`src/rtl/chess_pkg.sv`:
```
// Shared constants for the chess board store: piece encodings, raster
// geometry, the start position and the board fetch/move FSM states.
package chess_pkg;

   // Piece code is {colour[1:0], piece_onehot[5:0]}; an empty square has its own code.
   localparam logic [7:0] EMPTY    = 8'h7F;

   localparam logic [5:0] P_KING   = 6'b000001;
   localparam logic [5:0] P_QUEEN  = 6'b000010;
   localparam logic [5:0] P_ROOK   = 6'b000100;
   localparam logic [5:0] P_BISHOP = 6'b001000;
   localparam logic [5:0] P_KNIGHT = 6'b010000;
   localparam logic [5:0] P_PAWN   = 6'b100000;

   // Rows 0-1 (top of screen) hold one side, rows 6-7 the other.
   localparam logic [1:0] BLACK    = 2'b01;
   localparam logic [1:0] WHITE    = 2'b10;

   // Raster geometry: cell pitch, sprite inset, and fetch lead ahead of the sprite.
   localparam int GRID   = 60;
   localparam int MARGIN = 10;
   localparam int LEAD   = 2;

   localparam logic [10:0] GRID_H     = 11'(GRID);
   localparam logic [9:0]  GRID_V     = 10'(GRID);
   localparam logic [10:0] SLOT0_H    = 11'(MARGIN - LEAD);
   localparam logic [10:0] CELL_H_OFS = 11'(LEAD - 1);
   localparam logic [9:0]  CELL_V_OFS = 10'(MARGIN - 1);
   localparam logic [9:0]  ACTIVE_V   = 10'(8 * GRID);

   typedef enum logic [2:0] {
      ST_INIT,
      ST_IDLE,
      ST_MV_RD,
      ST_MV_CAP,
      ST_MV_WTO,
      ST_MV_WFR,
      ST_DONE,
      ST_ERR
   } fsm_state_t;

   // Start position (INIT_BOARD), indexed by square row*8+col.
   function automatic logic [7:0] init_board(input logic [5:0] sq);
      logic [5:0] back;
      logic [7:0] code;
      case (sq[2:0])
         3'd0, 3'd7: back = P_ROOK;
         3'd1, 3'd6: back = P_KNIGHT;
         3'd2, 3'd5: back = P_BISHOP;
         3'd3:       back = P_QUEEN;
         3'd4:       back = P_KING;
         default:    back = P_ROOK;
      endcase
      case (sq[5:3])
         3'd0:    code = {BLACK, back};
         3'd1:    code = {BLACK, P_PAWN};
         3'd6:    code = {WHITE, P_PAWN};
         3'd7:    code = {WHITE, back};
         default: code = EMPTY;
      endcase
      return code;
   endfunction

endpackage

```
`src/rtl/board_ram.sv`:
```
// 64x8 single-port synchronous board store; read data appears one cycle
// after the address. A write cycle returns the old contents.
module board_ram
   import chess_pkg::*;
(
   input  logic       clk_65mhz,
   input  logic       nrst,
   input  logic       we,
   input  logic [5:0] addr,
   input  logic [7:0] wdata,
   output logic [7:0] rdata
);

   logic [7:0] mem [64];

   // Storage array: written on demand, never reset (contents loaded by INIT).
   always_ff @(posedge clk_65mhz) begin
      if (we) begin
         mem[addr] <= wdata;
      end
   end

   // Registered read port.
   always_ff @(posedge clk_65mhz or negedge nrst) begin
      if (!nrst) begin
         rdata <= EMPTY;
      end else begin
         rdata <= mem[addr];
      end
   end

endmodule

```
`src/rtl/board_fetch_sched.sv`:
```
// Board store owner: prefetches each square's piece code ahead of the beam
// for the sprite renderer and shares the single RAM port with the
// init/move FSM. Render slots always win the port; the FSM waits a cycle.
module board_fetch_sched
   import chess_pkg::*;
(
   input  logic        clk_65mhz,
   input  logic        nrst,
   input  logic [10:0] hcount_in,
   input  logic [9:0]  vcount_in,
   input  logic        init_req_i,
   input  logic        mv_valid_i,
   output logic        mv_ready_o,
   input  logic [5:0]  mv_from_i,
   input  logic [5:0]  mv_to_i,
   output logic        mv_done_o,
   output logic        mv_err_o,
   output logic        init_done_o,
   output logic [7:0]  piece_sel_o,
   output logic [10:0] cell_x_o,
   output logic [9:0]  cell_y_o
);

   // Raster tracking: column slot position and row, kept incrementally.
   logic [3:0]  col;
   logic [10:0] slot_h;
   logic [2:0]  row;
   logic [9:0]  row_y;
   logic [9:0]  next_row_v;
   logic        slot;

   // Render pipeline stage between RAM read and output registers.
   logic        rd_pend;
   logic [10:0] pend_x;
   logic [9:0]  pend_y;

   // FSM state and datapath registers.
   fsm_state_t  state, state_next;
   logic [5:0]  init_addr, init_addr_next;
   logic [5:0]  mv_src, mv_src_next;
   logic [5:0]  mv_dst, mv_dst_next;
   logic [7:0]  cap_code, cap_code_next;
   logic        init_done_next;
   logic        done_next;
   logic        err_next;
   logic        stall;

   // FSM side of the RAM port.
   logic        fsm_we;
   logic [5:0]  fsm_addr;
   logic [7:0]  fsm_wdata;

   // Shared RAM port.
   logic        ram_we;
   logic [5:0]  ram_addr;
   logic [7:0]  ram_dout;

   // A slot fires once per visible cell, LEAD pixels before the sprite starts.
   assign slot = (vcount_in < ACTIVE_V) && !col[3] && (hcount_in == slot_h);

   // Port mux: a render slot takes the port; FSM writes are suppressed then.
   assign ram_addr = slot ? {row, col[2:0]} : fsm_addr;
   assign ram_we   = !slot && fsm_we;

   board_ram u_ram (
      .clk_65mhz (clk_65mhz),
      .nrst      (nrst),
      .we        (ram_we),
      .addr      (ram_addr),
      .wdata     (fsm_wdata),
      .rdata     (ram_dout)
   );

   // Column/row counters: restart each line and frame, step at slots / row boundaries.
   always_ff @(posedge clk_65mhz or negedge nrst) begin
      if (!nrst) begin
         col        <= 4'd0;
         slot_h     <= SLOT0_H;
         row        <= 3'd0;
         row_y      <= 10'd0;
         next_row_v <= GRID_V;
      end else if (hcount_in == 11'd0) begin
         col    <= 4'd0;
         slot_h <= SLOT0_H;
         if (vcount_in == 10'd0) begin
            row        <= 3'd0;
            row_y      <= 10'd0;
            next_row_v <= GRID_V;
         end else if (vcount_in == next_row_v) begin
            row        <= row + 3'd1;
            row_y      <= next_row_v;
            next_row_v <= next_row_v + GRID_V;
         end
      end else if (slot) begin
         col    <= col + 4'd1;
         slot_h <= slot_h + GRID_H;
      end
   end

   // Remember the cell origin of the read in flight until its data returns.
   always_ff @(posedge clk_65mhz or negedge nrst) begin
      if (!nrst) begin
         rd_pend <= 1'b0;
         pend_x  <= 11'd0;
         pend_y  <= 10'd0;
      end else begin
         rd_pend <= slot;
         if (slot) begin
            pend_x <= slot_h + CELL_H_OFS;
            pend_y <= row_y + CELL_V_OFS;
         end
      end
   end

   // Sprite outputs: load when read data arrives, hold to the next slot, blank while board invalid.
   always_ff @(posedge clk_65mhz or negedge nrst) begin
      if (!nrst) begin
         piece_sel_o <= EMPTY;
         cell_x_o    <= 11'd0;
         cell_y_o    <= 10'd0;
      end else if (rd_pend) begin
         piece_sel_o <= init_done_o ? ram_dout : EMPTY;
         cell_x_o    <= pend_x;
         cell_y_o    <= pend_y;
      end else if (!init_done_o) begin
         piece_sel_o <= EMPTY;
      end
   end

   // FSM next state, RAM requests and pulse outputs; a RAM-using state waits out a render slot.
   always_comb begin
      state_next     = state;
      init_addr_next = init_addr;
      mv_src_next    = mv_src;
      mv_dst_next    = mv_dst;
      cap_code_next  = cap_code;
      init_done_next = init_done_o;
      done_next      = 1'b0;
      err_next       = 1'b0;
      fsm_we         = 1'b0;
      fsm_addr       = 6'd0;
      fsm_wdata      = EMPTY;

      stall = slot && (state inside {ST_INIT, ST_MV_RD, ST_MV_WTO, ST_MV_WFR});

      if (stall) begin
         state_next = state;
      end else begin
         case (state)
            ST_INIT: begin
               fsm_we    = 1'b1;
               fsm_addr  = init_addr;
               fsm_wdata = init_board(init_addr);
               if (init_addr == 6'd63) begin
                  state_next     = ST_IDLE;
                  init_done_next = 1'b1;
               end else begin
                  init_addr_next = init_addr + 6'd1;
               end
            end
            ST_IDLE: begin
               if (init_req_i) begin
                  state_next     = ST_INIT;
                  init_addr_next = 6'd0;
                  init_done_next = 1'b0;
               end else if (mv_valid_i && mv_ready_o) begin
                  mv_src_next = mv_from_i;
                  mv_dst_next = mv_to_i;
                  if (mv_from_i == mv_to_i) begin
                     state_next = ST_DONE;
                     done_next  = 1'b1;
                  end else begin
                     state_next = ST_MV_RD;
                  end
               end else begin
                  state_next = ST_IDLE;
               end
            end
            ST_MV_RD: begin
               fsm_addr   = mv_src;
               state_next = ST_MV_CAP;
            end
            ST_MV_CAP: begin
               cap_code_next = ram_dout;
               if (ram_dout == EMPTY) begin
                  state_next = ST_ERR;
                  err_next   = 1'b1;
               end else begin
                  state_next = ST_MV_WTO;
               end
            end
            ST_MV_WTO: begin
               fsm_we     = 1'b1;
               fsm_addr   = mv_dst;
               fsm_wdata  = cap_code;
               state_next = ST_MV_WFR;
            end
            ST_MV_WFR: begin
               fsm_we     = 1'b1;
               fsm_addr   = mv_src;
               fsm_wdata  = EMPTY;
               state_next = ST_DONE;
               done_next  = 1'b1;
            end
            ST_DONE: begin
               state_next = ST_IDLE;
            end
            ST_ERR: begin
               state_next = ST_IDLE;
            end
            default: begin
               state_next     = ST_INIT;
               init_addr_next = 6'd0;
               init_done_next = 1'b0;
            end
         endcase
      end
   end

   // FSM state register and registered handshake/status outputs.
   always_ff @(posedge clk_65mhz or negedge nrst) begin
      if (!nrst) begin
         state       <= ST_INIT;
         init_addr   <= 6'd0;
         mv_src      <= 6'd0;
         mv_dst      <= 6'd0;
         cap_code    <= EMPTY;
         init_done_o <= 1'b0;
         mv_ready_o  <= 1'b0;
         mv_done_o   <= 1'b0;
         mv_err_o    <= 1'b0;
      end else begin
         state       <= state_next;
         init_addr   <= init_addr_next;
         mv_src      <= mv_src_next;
         mv_dst      <= mv_dst_next;
         cap_code    <= cap_code_next;
         init_done_o <= init_done_next;
         mv_ready_o  <= (state_next == ST_IDLE) && init_done_next;
         mv_done_o   <= done_next;
         mv_err_o    <= err_next;
      end
   end

endmodule
```
`config.mk`:
```
export PLATFORM = sky130hd
export DESIGN_NAME = board_fetch_sched
export DESIGN_NICKNAME = d
export VERILOG_FILES = /design/src/rtl/chess_pkg.sv /design/src/rtl/board_ram.sv /design/src/rtl/board_fetch_sched.sv
export SDC_FILE = /design/constraint.sdc
export NUM_CORES = 1
export LEC_CHECK = 0
export ABC_AREA = 1
export BUFFER_PORTS_ARGS = -buffer_cell sky130_fd_sc_hd__buf_4
export CELL_PAD_IN_SITES_DETAIL_PLACEMENT = 0
export CELL_PAD_IN_SITES_GLOBAL_PLACEMENT = 2
export CORE_UTILIZATION = 26
export DETAILED_ROUTE_END_ITERATION = 7
export GPL_TIMING_DRIVEN = 0
export PLACE_DENSITY_LB_ADDON = 0.08
export REMOVE_ABC_BUFFERS = 1
export SLEW_MARGIN = 10
export SYNTH_ARGS = -nofsm -noshare
export SYNTH_HDL_FRONTEND = slang
export SYNTH_SLANG_ARGS = --single-unit
```
`constraint.sdc`:
```
create_clock -name clk_65mhz -period 14.2 [get_ports clk_65mhz]
set_input_delay 2.13 -clock clk_65mhz [delete_from_list [all_inputs] [get_ports clk_65mhz]]
set_output_delay 2.13 -clock clk_65mhz [all_outputs]
set_load 0.05 [all_outputs]
```
# Yosys cells after proc, flatten, opt, wreduce, memory -nomap -nowiden
# Memories as Yosys holds them, arrays and structs flattened. A register that Yosys moved wholly into a read port is not among the register bits.
# Cells that the tools add are included.
[totals]
ff_bits = 122
latchBits = 0
ramBits = 512
romBits = 40
in_bits = 37
elab_cells = 120
n_memories = 2
[memory_table]
columns = ["memory", "depth", "word_bits", "read_ports", "rd_clocked_by_memory_dff", "write_ports", "line", "text"]
rows = [
  ["u_ram.mem", 64, 8, 1, 1, 1, "board_ram.sv:14", "logic [7:0] mem [64];"],
  ["(name not given)", 8, 5, 1, 0, 0, "chess_pkg.sv:46", "case (sq[2:0])"],
]
[op_classes]
add_sub_neg = 7
mul = 0
n_div = 0
order_cmp = 1
eq_ne = 19
shifts = 0
muxes = 45
n_bitwise = 2
n_reduce_logical = 24
[op_table]
columns = ["cell", "count"]
rows = [
  ["10-bit two-way mux", 4],
  ["8-bit two-way mux", 4],
  ["8-bit case mux with 4 select lines", 1],
  ["6-bit two-way mux", 4],
  ["11-bit two-way mux", 2],
  ["3-bit two-way mux", 7],
  ["3-bit case mux with 7 select lines", 1],
  ["3-bit == test (second input constant)", 6],
  ["6-bit case mux with 3 select lines", 1],
  ["8-bit case mux with 2 select lines", 1],
  ["1-bit two-way mux", 14],
  ["6-bit case mux with 2 select lines", 1],
  ["11-bit by 1-bit adder with 11-bit output (second input constant)", 1],
  ["11-bit by 6-bit adder with 11-bit output (second input constant)", 1],
  ["11-bit == test", 1],
  ["11-bit logical NOT", 1],
  ["10-bit by 4-bit adder with 10-bit output (second input constant)", 1],
  ["10-bit by 6-bit adder with 10-bit output (second input constant)", 1],
  ["10-bit == test", 1],
  ["10-bit logical NOT", 1],
  ["10-bit by 9-bit < comparator with 1-bit output (second input constant)", 1],
  ["3-bit by 1-bit == test with 1-bit output (second input constant)", 3],
  ["8-bit by 7-bit == test with 1-bit output (second input constant)", 1],
  ["4-bit two-way mux", 2],
  ["20 further kinds", 37],
]

# Depth between registers and ports, before layout
[depth]
depth_word = 8
depth_mapped = 19

# Cells and area by module
# From an unflattened synthesis, not the netlist that was laid out.
[unflattened]
cells_unflattened = 2949
area_unflattened_um2 = 28112.0
[by_module_without_submodules]
columns = ["mod", "n_inst", "cells_each", "area_each_um2", "seq_area_each_um2"]
rows = [
  ["board_ram", 1, 2167, 22093.7, 15583.7],
  ["board_fetch_sched", 1, 782, 6018.3, 2851.5],
]

# Worst setup path before layout
# Ideal clock, no wire load.
[synth_timing]
path_type = "flip-flop to flip-flop"
startpoint = "register state[1]"
endpoint = "memory u_ram.mem[0][3], data pin"
arrival_ps = 5007
required_time_ps = 13192
slack_ps = 8185
stages_incl_launch_ff = 6
n_path_buf = 0
cell_sequence = "dfrtp_1 -> inv_2 -> nand2_2 -> nor2_4 -> inv_2 -> o311ai_0"
[synth_via]
elab_chain_cells = 4
elab_cells_between_ends = 8
cone_classes = "3 x eq/ne; 2 x mux; 3 x reduce/logical"
[synth_rtl]
columns = ["element", "line", "text"]
rows = [
  ["start: declaration", "board_fetch_sched.sv:38", "fsm_state_t state, state_next;"],
  ["start signal: assignment", "board_fetch_sched.sv:233", "state <= state_next;"],
  ["3-bit by 2-bit == test with 1-bit output, or another cell as far along", "board_fetch_sched.sv:144", "stall = slot && (state inside {ST_INIT, ST_MV_RD, ST_MV_WTO, ST_MV_WFR});"],
  ["4-bit nonzero test", "board_fetch_sched.sv:144", ""],
  ["1-bit logical AND", "board_fetch_sched.sv:144", ""],
  ["8-bit two-way mux *", "board_fetch_sched.sv:146", "if (stall) begin"],
  ["via fsm_wdata[3]", "board_fetch_sched.sv:51", "logic [7:0] fsm_wdata;"],
  ["end: declaration", "board_ram.sv:14", ""],
]
# Mark *: on every way through the listed nets, which the timed path passes. The rest lies on a longest branch.

# Worst setup path in the final report
[layout_timing]
startpoint = "input vcount_in[9]"
endpoint = "memory u_ram.mem[63][5], enable pin"
[layout_via]
elab_chain_cells = 8
elab_cells_between_ends = 11
cone_classes = "1 x order compare; 5 x mux; 5 x reduce/logical"
[layout_rtl]
columns = ["element", "line", "text"]
rows = [
  ["start: declaration", "board_fetch_sched.sv:10", "input logic [9:0] vcount_in,"],
  ["10-bit by 9-bit < comparator with 1-bit output *", "board_fetch_sched.sv:59", "assign slot = (vcount_in < ACTIVE_V) && !col[3] && (hcount_in == slot_h);"],
  ["1-bit logical AND * (2 in a row)", "board_fetch_sched.sv:59", ""],
  ["1-bit logical AND", "board_fetch_sched.sv:144", ""],
  ["1-bit two-way mux", "board_fetch_sched.sv:146", ""],
  ["1-bit logical AND", "board_fetch_sched.sv:63", "assign ram_we = !slot && fsm_we;"],
  ["1-bit two-way mux", "board_ram.sv:18", "if (we) begin"],
  ["1-bit two-way mux (implied by the code)", "board_ram.sv:19", "mem[addr] <= wdata;"],
]
# Every way passes the cells marked *; elsewhere a longest branch is shown, timed or not.

==> results.toml <==
[setup_path]
cp.arrival_ps = 7670
rr_worst_depth = 10
crit_chain = "buf_4, inv_2, nand2_1, nor2_1, nand2_1, nor2_1, nand3_2, nand2_2, nand2_8, nor2_1, nand2_1, nor2_1"
setup.worst_path.class = "input port to register"
critPathMaxStageDelay_ps = 1320
critPathLaunchType = "input port"
worstPathRequired_ps = 14460
cp_slowest_cell = "nand2_2"
cp-end-kind = "register"
critical_path.most_common_cell = "nor2_1"
cp_max_fo = 71

[timing]
drv_slew = 0
final_hold_viol_count = 0
maxSlewHeadroom_pct = 18.7
fin_tns_setup_ps = 0
min_period_ps = 7400
worst_hold_slack_ps = 464
max_freq_mhz = 135
finClkSkew_ps = 20.1
worstMarginPinSlew_ps = 1220
finalSetupViolCount = 0
grt_setup_unrepaired = "false"
fin_crit_sh_pct = 52.1

[yosys]
synth_top_area_share_pct = 56.2
synth-async-reset-ratio_pct = 19.1
synth-seq-cells = 633
yosys-top-cells-area = "edfxtp_1 56%, nand2_1 18%, dfrtp_1 8.7%"
synth_top_cell_by_area = "edfxtp_1"
netlist_area_um2 = 27400
syn_avg_cell_area_um2 = 10.1
yosysUniqueCellTypes = 46
yosysMostFrequentCell = "nand2_1"
ys_top_cells_by_count = "1311 x nand2_1, 512 x edfxtp_1, 162 x nand3_1"
syn_inst = 2722
synth_edf_count = 512
ys_seq_area_share_pct = 67.4
synth_warnings = 0
ys.flop_type = "edfxtp_1"

[floorplan]
fp.dieH_um = 326
core_um2 = 104000
die_w_um = 326
rows = 118
start_util_pct = 26.3
die-area_um2 = 107000
boundaryPins = 70

[final_layout]
syn_to_final_growth_pct = 18.0
post-route-util_pct = 31.1
regArea_um2 = 18400
final_area_um2 = 32300
layout-drive-gt1-share_pct = 10.6
nNetsFinal = 2837
multi_input_area_um2 = 8110
n_fill_cell = 10800

[clock_network]
root_buffer = "clkbuf_16"
clock-sinks = 633
cts_tree = "yes"
cts.clk_slew.worst_paths_ps = 60
post_cts_buffers = 0
clk_path_buf_depth = 3
clock_latency_ps = 640
cts_hold_buffers = 0
postCtsResizedCells = 0
htreeDepth = 3
numCtsBuffers = 80

[route]
ant_nets = 0
wirelength_um = 85300
drc = 0
drtPass1Iterations = 5
vias = 18700
drt_iter0_drc = 1168
vias_per_cell = 4.41
wl_per_cell_um = 20.1

[run_status]
status = "finished clean"

[pwr]
power.total_mw = 7.03
leakagePower_nw = 13.4
ir_worst_vdd_v = 0.000135
pwr_density_cell_nw_per_um2 = 218

[place]
gp_congestion = 0.749
io_buffers = 67
dpl.hpwl_um = 52800
placed_area_um2 = 29800

[grt]
grt_max_degree = 100
grt.overflow.total = 0
grt_pass1_vias = 18700
grt.total_usage_pct = 16.0
grt_pass1_wl_um = 126000
antenna_found_initial = 1

[job]
max_cap_viol_count = 0

[hold_path]
whs_path_depth = 2
hold_class = "register to register"
[final timing paths]
kind,from,end,slack (ps)
worst max-delay path,vcount_in[9],u_ram.mem[63][5],6800
worst min-delay path,cap_code[2],cap_code[2],460
worst max register to register,slot_h[3],u_ram.mem[63][5],7950
worst min register to register,cap_code[2],cap_code[2],460
max in group asynchronous,nrst,next_row_v[5],11920
min in group asynchronous,nrst,mv_dst[3],1470
[per-layer routing]
| layer | track usage (%) | vias to the layer above | part of all wire (%) |
|---|---|---|---|
| li1 | - | 9194 | - |
| met1 | 21.6 | 9050 | 47 |
| met2 | 26.7 | 344 | 48 |
| met3 | 2.38 | 101 | 3.9 |
| met4 | 4.42 | 0 | 2.0 |
| met5 | 0 | - | 0 |
[stage by stage]
stage | cells | setup WS, ps
2_1_floorplan | 2611 | 6560
3_3_place_gp | 4058 | -660
3_5_place_dp | 4087 | 5890
4_1_cts | 4235 | 6550
5_1_grt | 4235 | 6260
6_report | 4238 | 6800
[layout make-up]
| cell class | instances | share of cell area [%] |
|---|---|---|
| timing repair buffer | 96 | 3.36 |
| multi-input combinational | 1872 | 25.1 |
| tap | 1380 | 5.35 |
| sequential | 633 | 57.1 |
| antenna | 3 | 0.0232 |
| clock inverter | 44 | 1.17 |
| clock buffer | 104 | 6.65 |
| inverter | 106 | 1.26 |
[flip-flops by register name, summed over array words and instances, names as in the netlist, 4 cells and up]
name and count:
col 4, piece_sel_o 8, pend_y 9, row_y 9, cell_x_o 10, mv_dst 6
cap_code 8, u_ram.rdata 8, slot_h 9, init_addr 6, cell_y_o 9, pend_x 10
next_row_v 8, u_ram.mem 512, mv_src 6
[critical path, delay by kind of cell]
kind / cells / cell delay (ps)
buffers and inverters: 2 / 210
and+or+nand+nor: 10 / 5230
[cells in the final DEF (no fill, tap or decap), types with 6 or more instances in the layout]
| cell type | netlist | final |
|---|---|---|
| clkbuf_16 | 0 | 81 |
| nor3_1 | 12 | 12 |
| nand2_4 | 0 | 6 |
| clkinv_1 | 3 | 19 |
| inv_1 | 78 | 77 |
| edfxtp_1 | 512 | 512 |
| buf_16 | 0 | 11 |
| clkbuf_1 | 35 | 19 |
| clkinv_2 | 0 | 13 |
| inv_2 | 23 | 23 |
| dfstp_2 | 26 | 26 |
| o21ai_0 | 60 | 60 |
| buf_12 | 0 | 11 |
| nand2_1 | 1311 | 1305 |
| o22ai_1 | 11 | 11 |
| o21ai_1 | 68 | 68 |
| nor2_4 | 4 | 8 |
| nor2_2 | 11 | 9 |
| dfrtp_1 | 95 | 95 |
| buf_4 | 13 | 72 |
| a21oi_1 | 23 | 23 |
| o22a_1 | 7 | 7 |
| nand3_1 | 162 | 162 |
| ha_1 | 11 | 11 |
| nand4_1 | 7 | 7 |
| xor2_1 | 11 | 11 |
| nor2_1 | 128 | 126 |
[power by group]
part,internal [mW],leakage [nW],switching [mW]
Combinational,0.583,6.08,1.90
Clock,1.16,1.24,0.816
Sequential,2.52,6.07,0.0507
Total,4.26,13.4,2.76
[cell families after synthesis]
group	share of synthesized area (%)
DFF	67.4
AOI/OAI and AO/OA	3.95
and+or+nand+nor	24.3
xor gates and xnor gates	0.352
adders and majority gates	0.503
other	0.0137
buffers and inverters	3.48
muxes	0.0412
No activity file was read; power rests on OpenSTA's default activity.
